### src/rtl/wb_matmul_nxn_if.sv
// Wishbone-classic bus bundle for the NxN matrix-multiply accelerator.
`timescale 1ns/1ps
interface wb_matmul_nxn_if;
    logic        cyc;
    logic        stb;
    logic        we;
    logic [3:0]  wb_sel;
    logic [31:0] adr;
    logic [31:0] dat_mosi;
    logic [31:0] dat_miso;
    logic        ack;
    logic        err;

    modport master (
        output cyc, stb, we, wb_sel, adr, dat_mosi,
        input  dat_miso, ack, err
    );

    modport slave (
        input  cyc, stb, we, wb_sel, adr, dat_mosi,
        output dat_miso, ack, err
    );
endinterface

### src/rtl/wb_matmul_nxn.sv
// Wishbone-classic slave holding two NxN unsigned matrices A and B and
// computing C = A x B with a single time-multiplexed multiply-accumulate.
// Each C element takes N MAC cycles plus one STORE cycle, so a run keeps
// busy high for N*N*(N+1) cycles. Reads of C stall until done is set.
`timescale 1ns/1ps
module wb_matmul_nxn #(
    parameter int N    = 3,
    parameter int DW   = 8,
    parameter int ACCW = 2*DW + $clog2(N) + 1
) (
    input  logic            clk,
    input  logic            rst,
    wb_matmul_nxn_if.slave  bus,
    output logic            irq
);

    localparam int NN = N * N;
    localparam int IW = $clog2(NN);
    localparam logic [31:0] B_BASE   = 32'(NN);
    localparam logic [31:0] C_BASE   = 32'(2 * NN);
    localparam logic [31:0] CTRL_ADR = 32'(3 * NN);
    localparam logic [31:0] STAT_ADR = 32'(3 * NN + 1);

    typedef enum logic [1:0] {ST_IDLE, ST_MAC, ST_STORE} state_t;

    logic [DW-1:0]   mat_a [NN];
    logic [DW-1:0]   mat_b [NN];
    logic [ACCW-1:0] mat_c [NN];

    logic busy, done, ie;

    // bus decode
    logic          req, is_a, is_b, is_c;
    logic [IW-1:0] idx_a, idx_b, idx_c;
    logic          resp_ack, resp_err;
    logic [31:0]   rd_data;
    logic          wr_a, wr_b, wr_ctrl, start_go;

    // engine
    state_t          state, state_nx;
    logic            fin;
    logic [IW-1:0]   i_cnt, j_cnt, k_cnt;
    logic [IW-1:0]   a_idx, b_idx, c_idx;
    logic [2*DW-1:0] prod;
    logic [ACCW-1:0] acc;
    logic            k_last, el_last;

    // Bits of the write data and byte select that no register uses.
    logic unused_bits;
    assign unused_bits = ^{bus.wb_sel[3:1], bus.dat_mosi[31:DW]};

    // A new request only counts while no response is on the bus, so the
    // response cycle can never be re-sampled as a second request.
    assign req   = bus.cyc && bus.stb && !bus.ack && !bus.err;
    assign is_a  = bus.adr < B_BASE;
    assign is_b  = (bus.adr >= B_BASE) && (bus.adr < C_BASE);
    assign is_c  = (bus.adr >= C_BASE) && (bus.adr < CTRL_ADR);
    assign idx_a = IW'(bus.adr);
    assign idx_b = IW'(bus.adr - B_BASE);
    assign idx_c = IW'(bus.adr - C_BASE);

    assign irq = done && ie;

    // Decode the current request into a response and register-write strobes.
    always_comb begin
        resp_ack = 1'b0;
        resp_err = 1'b0;
        rd_data  = '0;
        wr_a     = 1'b0;
        wr_b     = 1'b0;
        wr_ctrl  = 1'b0;
        start_go = 1'b0;
        if (req) begin
            if (bus.we) begin
                if (is_a || is_b) begin
                    if (busy) begin
                        resp_err = 1'b1;
                    end else begin
                        resp_ack = 1'b1;
                        wr_a     = is_a && bus.wb_sel[0];
                        wr_b     = is_b && bus.wb_sel[0];
                    end
                end else if (bus.adr == CTRL_ADR) begin
                    if (busy && bus.dat_mosi[0]) begin
                        resp_err = 1'b1;
                    end else begin
                        resp_ack = 1'b1;
                        wr_ctrl  = 1'b1;
                        start_go = bus.dat_mosi[0];
                    end
                end else begin
                    resp_err = 1'b1;
                end
            end else begin
                if (is_a) begin
                    resp_ack = 1'b1;
                    rd_data  = 32'(mat_a[idx_a]);
                end else if (is_b) begin
                    resp_ack = 1'b1;
                    rd_data  = 32'(mat_b[idx_b]);
                end else if (is_c) begin
                    // Without done the read simply stalls; no response at all.
                    if (done) begin
                        resp_ack = 1'b1;
                        rd_data  = 32'(mat_c[idx_c]);
                    end
                end else if (bus.adr == CTRL_ADR) begin
                    resp_ack = 1'b1;
                    rd_data  = {30'b0, ie, 1'b0};
                end else if (bus.adr == STAT_ADR) begin
                    resp_ack = 1'b1;
                    rd_data  = {30'b0, done, busy};
                end else begin
                    resp_err = 1'b1;
                end
            end
        end
    end

    // Registered bus response; read data only changes with a read ack.
    always_ff @(posedge clk) begin
        if (rst) begin
            bus.ack      <= 1'b0;
            bus.err      <= 1'b0;
            bus.dat_miso <= '0;
        end else begin
            bus.ack <= resp_ack;
            bus.err <= resp_err;
            if (resp_ack && !bus.we) begin
                bus.dat_miso <= rd_data;
            end
        end
    end

    // Operand storage written from the bus.
    always_ff @(posedge clk) begin
        if (rst) begin
            for (int e = 0; e < NN; e++) begin
                mat_a[e] <= '0;
                mat_b[e] <= '0;
            end
        end else begin
            if (wr_a) mat_a[idx_a] <= bus.dat_mosi[DW-1:0];
            if (wr_b) mat_b[idx_b] <= bus.dat_mosi[DW-1:0];
        end
    end

    // Control/status flags: start sets busy, engine finish sets done,
    // any operand change invalidates the previous result.
    always_ff @(posedge clk) begin
        if (rst) begin
            busy <= 1'b0;
            done <= 1'b0;
            ie   <= 1'b0;
        end else begin
            if (wr_ctrl) ie <= bus.dat_mosi[1];
            if (start_go) begin
                busy <= 1'b1;
                done <= 1'b0;
            end
            if (fin) begin
                busy <= 1'b0;
                done <= 1'b1;
            end
            if (wr_a || wr_b) done <= 1'b0;
        end
    end

    assign k_last  = k_cnt == IW'(N - 1);
    assign el_last = (i_cnt == IW'(N - 1)) && (j_cnt == IW'(N - 1));
    assign a_idx   = i_cnt * IW'(N) + k_cnt;
    assign b_idx   = k_cnt * IW'(N) + j_cnt;
    assign c_idx   = i_cnt * IW'(N) + j_cnt;
    assign prod    = mat_a[a_idx] * mat_b[b_idx];

    // Engine state register.
    always_ff @(posedge clk) begin
        if (rst) state <= ST_IDLE;
        else     state <= state_nx;
    end

    // Engine next state; the final STORE also completes the run (done state
    // is folded into that transition so busy ends exactly on schedule).
    always_comb begin
        state_nx = state;
        fin      = 1'b0;
        case (state)
            ST_IDLE:  if (start_go) state_nx = ST_MAC;
            ST_MAC:   if (k_last) state_nx = ST_STORE;
            ST_STORE: begin
                if (el_last) begin
                    state_nx = ST_IDLE;
                    fin      = 1'b1;
                end else begin
                    state_nx = ST_MAC;
                end
            end
            default:  state_nx = ST_IDLE;
        endcase
    end

    // Engine datapath: index counters, accumulator and C write-back.
    always_ff @(posedge clk) begin
        if (rst) begin
            i_cnt <= '0;
            j_cnt <= '0;
            k_cnt <= '0;
            acc   <= '0;
            for (int e = 0; e < NN; e++) mat_c[e] <= '0;
        end else begin
            case (state)
                ST_IDLE: begin
                    i_cnt <= '0;
                    j_cnt <= '0;
                    k_cnt <= '0;
                end
                ST_MAC: begin
                    acc   <= ((k_cnt == '0) ? '0 : acc) + ACCW'(prod);
                    k_cnt <= k_last ? '0 : k_cnt + 1'b1;
                end
                ST_STORE: begin
                    mat_c[c_idx] <= acc;
                    if (j_cnt == IW'(N - 1)) begin
                        j_cnt <= '0;
                        i_cnt <= i_cnt + 1'b1;
                    end else begin
                        j_cnt <= j_cnt + 1'b1;
                    end
                end
                default: ;
            endcase
        end
    end

endmodule

### src/flat_wrapper.sv
// flat-port wrapper written by rule: the top's interface ports become plain ports
module wb_matmul_nxn_flat 
#(
    parameter int N    = 3,
    parameter int DW   = 8,
    parameter int ACCW = 2*DW + $clog2(N) + 1
)
  (clk, rst, irq, bus_cyc, bus_stb, bus_we, bus_wb_sel, bus_adr, bus_dat_mosi, bus_dat_miso, bus_ack, bus_err);
  wb_matmul_nxn_if bus_i ();
  input  logic clk;
  input  logic rst;
  output logic irq;
  input wire logic [$bits(bus_i.cyc)-1:0] bus_cyc;
  input wire logic [$bits(bus_i.stb)-1:0] bus_stb;
  input wire logic [$bits(bus_i.we)-1:0] bus_we;
  input wire logic [$bits(bus_i.wb_sel)-1:0] bus_wb_sel;
  input wire logic [$bits(bus_i.adr)-1:0] bus_adr;
  input wire logic [$bits(bus_i.dat_mosi)-1:0] bus_dat_mosi;
  output wire logic [$bits(bus_i.dat_miso)-1:0] bus_dat_miso;
  output wire logic [$bits(bus_i.ack)-1:0] bus_ack;
  output wire logic [$bits(bus_i.err)-1:0] bus_err;
  assign bus_i.cyc = bus_cyc;
  assign bus_i.stb = bus_stb;
  assign bus_i.we = bus_we;
  assign bus_i.wb_sel = bus_wb_sel;
  assign bus_i.adr = bus_adr;
  assign bus_i.dat_mosi = bus_dat_mosi;
  assign bus_dat_miso = bus_i.dat_miso;
  assign bus_ack = bus_i.ack;
  assign bus_err = bus_i.err;
  wb_matmul_nxn #(.N(N), .DW(DW), .ACCW(ACCW)) u_core (.clk(clk), .rst(rst), .bus(bus_i), .irq(irq));
endmodule
### config.mk
export PLATFORM = sky130hd
export DESIGN_NAME = wb_matmul_nxn_flat
export DESIGN_NICKNAME = d
export VERILOG_FILES = /design/src/rtl/wb_matmul_nxn_if.sv /design/src/rtl/wb_matmul_nxn.sv /design/src/flat_wrapper.sv
export SDC_FILE = /design/constraint.sdc
export NUM_CORES = 1
export LEC_CHECK = 0
export CORE_MARGIN = 2
export CORE_UTILIZATION = 50
export CTS_CLUSTER_SIZE = 12
export DETAILED_ROUTE_END_ITERATION = 12
export PLACE_DENSITY = 0.67
export SYNTH_ARGS = -nofsm -noshare
export SYNTH_HDL_FRONTEND = slang
export SYNTH_SLANG_ARGS = --single-unit
### constraint.sdc
create_clock -name clk -period 24 [get_ports clk]
set_clock_uncertainty 0.2 [all_clocks]
set_input_delay 4.8 -clock clk [delete_from_list [all_inputs] [get_ports clk]]
set_output_delay 4.8 -clock clk [all_outputs]
set_load 0.005 [all_outputs]
Word-level counts from Yosys, hierarchy flattened:

Memories as Yosys holds them, arrays and structs flattened.
Index checks and enable logic that the tools add are counted.
W data, S select, Z words.

* register bits after elaboration: 70
* RAM bits: 315
* output and inout port bits: 35
* memories: 3

Memory list
* u_core.mat_c: words 9, width 19, rd ports 1, clocked after Yosys merged registers in 0, write ports 9, line wb_matmul_nxn.sv:28 `logic [ACCW-1:0] mat_c [NN];`
* u_core.mat_a: words 9, width 8, rd ports 2, clocked after Yosys merged registers in 0, write ports 9, line wb_matmul_nxn.sv:26 `logic [DW-1:0] mat_a [NN];`
* u_core.mat_b: words 9, width 8, rd ports 2, clocked after Yosys merged registers in 0, write ports 9, line wb_matmul_nxn.sv:27 `logic [DW-1:0] mat_b [NN];`

* add/subtract/negate cells: 9
* multiply operators: 3
* $lt $le $gt $ge: 5
* eq/ne operators: 10
* multiplexer cells: 81
* bitwise operators: 1
* reduce and logical (&&, ||, !) cells: 29

Operator list (count)
* $mux W32: 6
* $eq A32 B5 Y1 const B: 2
* $lt A32 B5 Y1 const B: 2
* $mux W1: 57
* $mux W19: 3
* $ge A32 B4 Y1 const B: 1
* $ge A32 B5 Y1 const B: 1
* $lt A32 B4 Y1 const B: 1
* $mux W4: 6
* $pmux W4 S2: 3
* $add A19 B16 Y19: 1
* $reduce_or A19 Y1: 1
* $mul A8 B8 Y16: 1
* $mux W8: 2
* $reduce_or A8 Y1: 2
* $add A4 B1 Y4 const B: 3
* $add A4 B4 Y4: 3
* $eq A4 B2 Y1 const B: 3
* $logic_and A1 B1 Y1: 11
* $mul A4 B2 Y4 const B: 2
* $mux W2: 3
* $ne A2 B1 Y1 const B: 3
* $pmux W2 S3: 1
* $reduce_bool A2 Y1: 3
* other kinds (11): 17

Logic depth before layout (Yosys ltp):

* depth after elaboration: 12
* gate-level depth with buffers: 27
* depth with buffers taken out: 27

Worst setup path after synthesis:

No wires, ideal clock.

* kind: input to register
* start: input port bus_adr[0]
* end: register u_core.bus.dat_miso[3]
* setup time: 131 ps
* data arrival time: 7843 ps
* setup slack: 15826 ps
* stages: 12
* path through: buf_2 > buf_2 > buf_4 > buf_2 > inv_1 > ha_1 > clkbuf_1 > mux4_2 > mux4_2 > a21o_2 > a211oi_1 > nor3_1

* cells in the longest elaborated chain, start to end: 9
* elaborated cells on any way between the ends: 31

RTL lines
* start: declaration: line flat_wrapper.sv:17 `input wire logic [$bits(bus_i.adr)-1:0] bus_adr;`
* branches (longest 9 deep; another with $mem_v2 Z9 W19)
* end signal: assignment: line wb_matmul_nxn.sv:130 `bus.dat_miso <= rd_data;`
* end: declaration: line wb_matmul_nxn_if.sv:21 `output dat_miso, ack, err`

Several ways; the timed one is not identified.
A chain may end at the register's enable or synchronous reset.

==> impl_metrics.py <==
metrics = {
    "min_path": {
        "hold_class": "flip-flop to flip-flop",
        "hold_end": "u_core.bus.dat_miso[13]$_SDFFE_PP0P_",
        "whs_path_depth": 2,
        "hp-start": "u_core.bus.dat_miso[13]$_SDFFE_PP0P_",
    },
    "detailed_routing": {
        "initialDrtViolationCount": 1641,
        "first_pass_iters": 7,
        "via_per_inst": 6.00,
        "drt_wl_total_um": 78300,
        "route.antenna.remaining_nets": 0,
        "vias": 18400,
        "routedWlPerCell_um": 25.5,
        "drc": 0,
    },
    "clocking": {
        "cts-buffers-inserted": 67,
        "root_buffer": "clkbuf_16",
        "clock_path_buffers": 3,
        "clk_latency_ns": 0.61,
        "cts-resized-gates": 0,
        "ctsHoldBuffers": 0,
        "tritoncts": "done",
        "post_cts_buffers": 0,
        "ctsHtreeMaxLevel": 3,
        "clkTransAtPathRegs_ns": 0.06,
        "cts.sinks": 617,
    },
    "logic_synthesis": {
        "synthesis.area_um2": 31900,
        "synthCells": 2109,
        "postSynth.asyncResetShare": 0,
        "ys_seq_elements": 617,
        "synthFlopType": "edfxtp_1",
        "synthDistinctLibCells": 65,
        "yosysWarnings": 0,
        "synth_edf_count": 560,
        "seq_area_frac_synth": 0.564,
        "syn_avg_cell_area_um2": 15.1,
    },
    "placed_design": {
        "port_buffers": 67,
        "hpwl_um": 49700,
        "gp_congestion": 0.808,
        "preCtsSetupSlack_ns": 15.04,
    },
    "cells_and_area": {
        "final_common_cell": "edfxtp_1",
        "fin_nets": 2369,
        "post-route-util": 0.564,
        "fill_cells": 4962,
        "mostFrequentLayoutCells": "edfxtp_1 (560), and2_1 (292), mux4_2 (253)",
        "syn_to_final_growth_pct": 11.6,
        "antenna_cells": 0,
        "drive_above_1_share": 0.200,
    },
    "sta": {
        "fmax_ghz": 0.118,
        "finalSetupTns_ns": 0,
        "tightest_slew_ns": 1.29,
        "worst_slack_ns": 15.54,
        "min_period_ns": 8.46,
        "rsz0062_at_grt": "no",
        "max_slew_margin": 0.136,
        "holdWs_ns": 0.253,
        "hold_violations": 0,
        "fin_crit_sh": 0.352,
        "setup_viol": 0,
        "drv_slew": 0,
    },
    "status": {
        "run_status": "finished, final reports clean",
    },
    "critical_path": {
        "arrival_ns": 8.48,
        "critPathKind": "input pin to flip-flop",
        "reg2reg_depth": 22,
        "endpoint_kind": "flip-flop",
        "path_buf_inv": 1,
        "ff2ff_setup_slack_ns": 15.73,
        "slowest_stage": "nor2_1",
        "r2r_start": "u_core.k_cnt[1]$_SDFFE_PP0P_",
        "startpoint_type": "input pin",
        "crit_family": "simple AND/OR/NAND/NOR gates",
        "worstReg2RegEnd": "u_core.acc[18]$_SDFFE_PP0P_",
        "crit_fanout": 10,
        "crit_required_ns": 24.02,
        "max_stage_delay_ns": 0.72,
        "crit_chain": "clkdlybuf4s50_1, nor3_1, nand2_2, or3_4, nor4_4, nand2_4, nor2_1",
    },
    "grt": {
        "grt_pass1_vias": 19000,
        "grt_first_pass_wirelength_um": 118000,
        "grtUsageMet1": 0.317,
        "grt_max_degree": 92,
        "grt-busiest-layer": "met2",
        "grt_overflow": 0,
        "met3_usage": 0.0475,
        "grt_antenna_before_repair": 2,
        "grtUsageMet2": 0.410,
        "grt_use_total": 0.241,
    },
    "job": {
        "cap_viol_max_count": 0,
    },
    "die": {
        "die_area_um2": 65800,
        "core-area_um2": 63100,
        "die_w_um": 256,
        "num_io_pins": 108,
        "die_h_um": 256,
        "start_util": 0.505,
        "rows": 92,
    },
    "power_and_ir_drop": {
        "leakagePower_nw": 13.1,
        "power_mw": 2.37,
        "p_per_area_nw_per_um2": 66.5,
        "peakVddDrop_v": 0.0000640,
    },
}
==> cells by family after synthesis <==
group | after synthesis | share of synthesized area
DFF | 617 | 0.564
other | 1 | 0.000118
adders and majority gates | 125 | 0.0623
AOI/OAI and AO/OA | 140 | 0.0287
buffers and inverters | 269 | 0.0346
muxes | 259 | 0.181
xor gates and xnor gates | 19 | 0.00522
and+or+nand+nor | 679 | 0.125
==> worst max path at each step <==
stage	from	depth (start not counted)	end
final	bus_adr[7]	7	u_core.mat_b[12][1]$_DFFE_PP_
after global routing	u_core.k_cnt[1]$_SDFFE_PP0P_	22	u_core.acc[18]$_SDFFE_PP0P_
after CTS	bus_adr[7]	7	u_core.mat_b[14][0]$_DFFE_PP_
after detailed placement	bus_adr[7]	7	u_core.mat_b[14][0]$_DFFE_PP_
after global placement	bus_adr[7]	7	u_core.mat_b[11][6]$_DFFE_PP_
after floorplan	bus_adr[0]	12	u_core.bus.dat_miso[3]$_SDFFE_PP0P_
==> registers in the layout, summed over array words and instances, names as in the netlist, 2 cells and up <==
name and count:
u_core.mat_c 304, u_core.mat_a 128, u_core.mat_b 128, u_core.acc 19, u_core.bus.dat_miso 19, u_core.i_cnt 4
u_core.j_cnt 4, u_core.k_cnt 4, u_core.state 2
==> cells in the mapped netlist (all sizes together) (9+ instances only) <==
library cell,number,area share
edfxtp,560,0.53
and2,292,0.057
mux4,253,0.18
clkbuf,110,0.013
inv,109,0.013
nand2,102,0.013
and3,83,0.016
nor2,71,0.010
ha,69,0.027
dfxtp,57,0.036
fa,56,0.035
buf,50,0.0088
a21oi,49,0.0077
nand3,35,0.0055
o21ai,19,0.0030
or2,19,0.0037
a21o,18,0.0043
nor3,17,0.0027
nor4,12,0.0039
xnor2,12,0.0033
nand2b,9,0.0018
nand3b,9,0.0021
==> per-layer routing <==
metal	up-vias	wire, um
li1	8028	-
met1	9578	31200
met2	680	39700
met3	129	5400
met4	2	2060
met5	-	13
==> worst min-delay path, delay by kind of cell (launching register included) <==
kind            cells  cell delay [ns]
simple gates        1             0.05
flops               1             0.30
compound gates      1             0.05
==> area by class of cell <==
class,count,area [um^2],share of cell area
Clock buffer,100,1870,0.0527
Clock inverter,21,203,0.00570
Inverter,109,409,0.0115
Multi-Input combinational cell,1267,13100,0.367
Sequential cell,617,18000,0.505
Tap cell,846,1060,0.0298
Timing Repair Buffer,109,998,0.0281
==> power breakdown <==
part | internal (mW) | leakage, nW | switching (mW)
Sequential | 1.19 | 6.00 | 0.00893
Combinational | 0.0764 | 6.05 | 0.0994
Clock | 0.575 | 1.00 | 0.417
==> stage by stage <==
stage	cells	cell area [um^2]
after floorplan	2153	32000
after global placement	2948	33500
after detailed placement	2948	33500
after CTS	3069	35600
after global routing	3069	35600
final	3069	35600
Note: power is estimated with default switching activity, not from simulation.
